### config.mk
export PLATFORM = sky130hd
export DESIGN_NAME = logic_unit_seq
export DESIGN_NICKNAME = d
export VERILOG_FILES = /design/src/rtl/logic_unit_seq.sv
export SDC_FILE = /design/constraint.sdc
export NUM_CORES = 1
export LEC_CHECK = 0
export CAP_MARGIN = 20
export CORE_UTILIZATION = 52
export CTS_BUF_LIST = sky130_fd_sc_hd__clkbuf_4
export CTS_CLUSTER_SIZE = 24
export DETAILED_ROUTE_END_ITERATION = 6
export GPL_TIMING_DRIVEN = 0
export PLACE_DENSITY = 0.88
export SYNTH_ARGS = -nofsm -noshare
export SYNTH_HDL_FRONTEND = slang
export SYNTH_SLANG_ARGS = --single-unit
### constraint.sdc
create_clock -name clk -period 4.9 [get_ports clk]
set_input_delay 0.98 -clock clk [delete_from_list [all_inputs] [get_ports clk]]
set_output_delay 0.98 -clock clk [all_outputs]
set_load 0.02 [all_outputs]
### src/rtl/logic_unit_seq.sv
// Multi-cycle bitwise logic unit: one SLICE-wide slice of the result per BUSY cycle,
// with a registered zero flag and a running popcount of the result.
//
// state | meaning
// IDLE  | waiting for operands, in_ready high
// BUSY  | building y one slice per cycle, LSB slice first
// DONE  | result held with out_valid high until out_ready
module logic_unit_seq #(
    parameter int WIDTH = 32,
    parameter int SLICE = 8,
    localparam int PW = $clog2(WIDTH + 1)
) (
    input  logic             clk,
    input  logic             rst,
    input  logic             in_valid,
    output logic             in_ready,
    input  logic [WIDTH-1:0] a,
    input  logic [WIDTH-1:0] b,
    input  logic [2:0]       op,
    output logic             out_valid,
    input  logic             out_ready,
    output logic [WIDTH-1:0] y,
    output logic             zero,
    output logic [PW-1:0]    pop
);

    localparam int NSLICE = WIDTH / SLICE;
    localparam int CW     = (NSLICE > 1) ? $clog2(NSLICE) : 1;
    localparam int IW     = $clog2(WIDTH) + 1;

    typedef enum logic [1:0] {S_IDLE, S_BUSY, S_DONE} state_t;

    state_t             state_q, state_d;
    logic [CW-1:0]      cnt_q, cnt_d;
    logic [WIDTH-1:0]   a_q, a_d, b_q, b_d, y_q, y_d;
    logic [2:0]         op_q, op_d;
    logic [PW-1:0]      pop_q, pop_d;
    logic               zero_q, zero_d;

    logic [WIDTH-1:0]   res_full;
    logic [SLICE-1:0]   slice_val;
    logic [PW-1:0]      slice_pop;
    logic [IW-1:0]      idx;
    logic               last_slice;

    always_ff @(posedge clk) begin
        if (rst) begin
            state_q <= S_IDLE;
            cnt_q   <= '0;
            a_q     <= '0;
            b_q     <= '0;
            op_q    <= '0;
            y_q     <= '0;
            pop_q   <= '0;
            zero_q  <= 1'b0;
        end else begin
            state_q <= state_d;
            cnt_q   <= cnt_d;
            a_q     <= a_d;
            b_q     <= b_d;
            op_q    <= op_d;
            y_q     <= y_d;
            pop_q   <= pop_d;
            zero_q  <= zero_d;
        end
    end

    always_comb begin
        case (op_q)
            3'b000:  res_full = a_q & b_q;
            3'b001:  res_full = a_q | b_q;
            3'b010:  res_full = a_q ^ b_q;
            3'b011:  res_full = ~(a_q & b_q);
            3'b100:  res_full = ~(a_q | b_q);
            3'b101:  res_full = ~(a_q ^ b_q);
            3'b110:  res_full = a_q & ~b_q;
            default: res_full = a_q;
        endcase
        idx        = IW'(cnt_q) * IW'(SLICE);
        slice_val  = res_full[idx +: SLICE];
        last_slice = (cnt_q == CW'(NSLICE - 1));
        slice_pop  = '0;
        for (int i = 0; i < SLICE; i++) begin
            slice_pop = slice_pop + PW'(slice_val[i]);
        end
    end

    always_comb begin
        state_d = state_q;
        case (state_q)
            S_IDLE:  if (in_valid) state_d = S_BUSY;
            S_BUSY:  if (last_slice) state_d = S_DONE;
            S_DONE:  if (out_ready) state_d = S_IDLE;
            default: state_d = S_IDLE;
        endcase
    end

    always_comb begin
        cnt_d  = cnt_q;
        a_d    = a_q;
        b_d    = b_q;
        op_d   = op_q;
        y_d    = y_q;
        pop_d  = pop_q;
        zero_d = zero_q;
        case (state_q)
            S_IDLE: begin
                if (in_valid) begin
                    a_d    = a;
                    b_d    = b;
                    op_d   = op;
                    y_d    = '0;
                    pop_d  = '0;
                    cnt_d  = '0;
                    zero_d = 1'b0;
                end
            end
            S_BUSY: begin
                y_d[idx +: SLICE] = slice_val;
                pop_d = pop_q + slice_pop;
                cnt_d = last_slice ? '0 : cnt_q + CW'(1);
                // zero is captured once the final slice lands
                if (last_slice) zero_d = (y_d == '0);
            end
            default: ;
        endcase
    end

    always_comb begin
        in_ready  = (state_q == S_IDLE) && !rst;
        out_valid = (state_q == S_DONE);
    end

    assign y    = y_q;
    assign zero = zero_q;
    assign pop  = pop_q;

endmodule

==> results.json <==
{
  "layout_setup_ws_ns": -0.1692,
  "synth_edf_count": 0,
  "postSynth.asyncResetShare_pct": 0,
  "cap_violations": 0,
  "netlist_area_um2": 8324,
  "totalWireLength_mm": 28.26,
  "grt_pass1_vias": 8285,
  "status": "complete, but fails checks",
  "met1_length_mm": 11.29,
  "dr.first_iter.drc_count": 1078,
  "cts_buffers": 9,
  "wl_per_cell_um": 20.17,
  "pwr-share-clk_pct": 19.9,
  "start_kind": "flop",
  "syn-num-nets": 1224,
  "clock_path_buffers": 2,
  "p_comb_share_pct": 38.3,
  "antenna_found_initial": 1,
  "crit_path_max_fanout": 8,
  "design_area_um2": 10280,
  "ys_ff_latch": 110,
  "relSlewSlack_pct": 25.91,
  "finalHoldViolations": 0,
  "routabilityCongestion": 1.007,
  "switching_power_uw": 931.5,
  "regArea_um2": 2225,
  "die_x_um": 128.5,
  "dr_wl_met2_mm": 12.00,
  "fp.coreArea_um2": 15430,
  "num_rows": 45,
  "area_delta_synth_final_pct": 23.54,
  "ir_drop_mv": 0.3273,
  "via_per_inst": 6.186,
  "swShare_pct": 39.08,
  "numClockSinks": 110,
  "drt_first_pass_iters": 7,
  "routed-wl-met3_mm": 3.533,
  "synthFlopType": "dfxtp_1",
  "avgSynthCellArea_um2": 8.004,
  "period_share_pct": 103.5,
  "fin_skew_ns": 0.02797,
  "min_period_ns": 5.069,
  "final_antenna_net_count": 0,
  "pre_cts_slack_ns": -1.157,
  "path_class": "flop to flop",
  "yosysWarnings": 0,
  "start_util_pct": 53.96,
  "htreeDepth": 3,
  "hp-class": "flop to flop",
  "io_pins": 112,
  "place_hpwl_mm": 20.28,
  "grt_pass1_wl_mm": 43.18,
  "critPathCaptureType": "flop",
  "p_per_area_nw_per_um2": 231.8,
  "synth_top_area_share_pct": 26.45,
  "fillers": 1342,
  "drv_slew": 0,
  "grt_overflow": 0,
  "worst_slew_pin_slew_ns": 1.106,
  "pwr-share-seq_pct": 41.8,
  "highest_layer": "met4",
  "nets": 1368,
  "p_leak_uw": 0.003967,
  "worstPathRequired_ns": 5.34,
  "grt.total_usage_pct": 34.03,
  "synthesis.instances": 1040,
  "port_buffers": 111,
  "multi_input_comb_area_um2": 5553,
  "synth.area.top_cells": "dfxtp_1 (26%), ha_1 (16%), nand2_1 (7.8%), mux2i_1 (6.7%), a21oi_1 (6.6%)",
  "rsz0062_at_grt": "yes",
  "vias": 8666,
  "ys_seq_area_share_pct": 26.45,
  "fmax_mhz": 197.3,
  "die_h_um": 128.5,
  "synth_cell_type_count": 69,
  "place_area_um2": 9699,
  "grt_max_degree": 22,
  "yosysTopAreaCell": "dfxtp_1",
  "violations": "design-rule violations, negative setup slack",
  "setup_tns_ns": -0.3406,
  "drc_errors": 2,
  "p_int_uw": 1452,
  "setup_viol": 3,
  "clkLatencyLatePin_ns": 0.54,
  "arrival_ns": 5.51,
  "drive_above_1_share_pct": 10.93,
  "root_buffer": "clkbuf_4",
  "dieArea_um2": 16520,
  "cts_tree": "done",
  "clk_pin_slew_ns": 0.20
}
worst paths after layout:
check | from | endpoint | slack [ns] | cells after the start
hold / removal | b_q[22] | b_q[22] | 0.49 | 2
setup / recovery | op_q[0] | pop[4] | -0.17 | 17
setup reg to reg | op_q[0] | pop[4] | -0.17 | 17
hold reg to reg | b_q[22] | b_q[22] | 0.49 | 2
power groups by stage:
stage	Combinational (uW)	Sequential [uW]	Clock (uW)
6_report	912	997	474
4_1_cts	847	993	477
3_5_place_dp	806	1010	0
2_1_floorplan	522	1010	0
3_3_place_gp	776	1010	0
5_1_grt	981	1000	508
Yosys cell counts, types with 8 or more instances:
| cell | number |
|---|---|
| o211ai_1 | 8 |
| nor2b_1 | 23 |
| a21oi_1 | 109 |
| buf_2 | 8 |
| nor3_1 | 8 |
| ha_1 | 108 |
| clkbuf_1 | 48 |
| nor2_1 | 64 |
| mux2i_1 | 56 |
| nand2_1 | 172 |
| a22oi_1 | 30 |
| a211oi_1 | 12 |
| inv_1 | 80 |
| mux2_2 | 19 |
| dfxtp_1 | 110 |
| nand3_1 | 19 |
| buf_4 | 8 |
| a221oi_1 | 17 |
| o21ai_0 | 15 |
flip-flops by register name, indices dropped and copies added (netlist names):
register  count
pop           6
cnt_q         2
zero          1
a_q          32
b_q          32
state_q       2
op_q          3
y            32
cell families after synthesis:
family | synth area share (%)
AO/OA/AOI/OAI | 22.10
XOR/XNOR | 0.1052
adder cells (fa/ha/maj) | 17.44
multiplexers | 9.845
flip-flops | 26.45
buffers and inverters | 7.936
AND/OR/NAND/NOR | 16.13
what timing repair did:
item	4_1_cts	5_1_grt
endpoints found under the setup margin	6	5
gates resized for setup	45	42
hold buffers	0	0
pin swaps	6	16
cloned	0	2
buffers inserted	7	16
per-stage QoR:
step,utilization (%),power [uW],hold WS (ns),cells
6_report,66.66,2384,0.4904,1401
5_1_grt,66.66,2492,0.5202,1401
4_1_cts,65.04,2317,0.4945,1384
3_5_place_dp,62.87,1817,0.4726,1362
3_3_place_gp,62.87,1785,0.4622,1362
2_1_floorplan,-,1530,0.4530,1040
routing by layer:
layer / GRT usage [%] / vias up
li1: - / 3934
met1: 42.84 / 4046
met2: 52.05 / 561
met3: 10.19 / 125
met4: 18.75 / 0
met5: 0 / -
cells in the final DEF, fill, tap and decap left out, drive strengths merged, types with 8 or more instances in the layout:
master / instances
mux2i: 56
nor3: 8
ha: 108
nor2: 64
a22oi: 30
a211oi: 12
buf: 48
mux2: 19
nand2: 172
a221oi: 18
clkdlybuf4s50: 111
clkbuf: 55
dfxtp: 110
o21ai: 19
inv: 83
o211ai: 8
nor2b: 23
nand3: 19
a21oi: 109
layout make-up:
cell class	instances	share of cell area [%]
clock inverters	7	0.7665
diodes	1	0.02433
clock buffers	9	0.6570
repair buffers	136	12.97
flip-flops and latches	110	21.63
multi-input cells	775	54.00
inverters	83	3.078
plain buffers	69	4.307
well taps	211	2.567
critical path, cell delays in order, from the launching register on:
cell       delay, ns
dfxtp_4         0.43
buf_4           0.13
nand2b_1        0.47
a21oi_1         0.09
o2bb2ai_1       0.15
a2111oi_0       0.77
o32a_1          0.49
fa_1            0.49
fa_1            0.60
fa_2            0.25
inv_2           0.05
fa_2            0.38
nor2b_4         0.13
o21ai_2         0.07
a21oi_2         0.16
nor2_1          0.07
mux2i_1         0.17
nor2_1          0.06
Note: power is estimated with default switching activity, not from simulation.
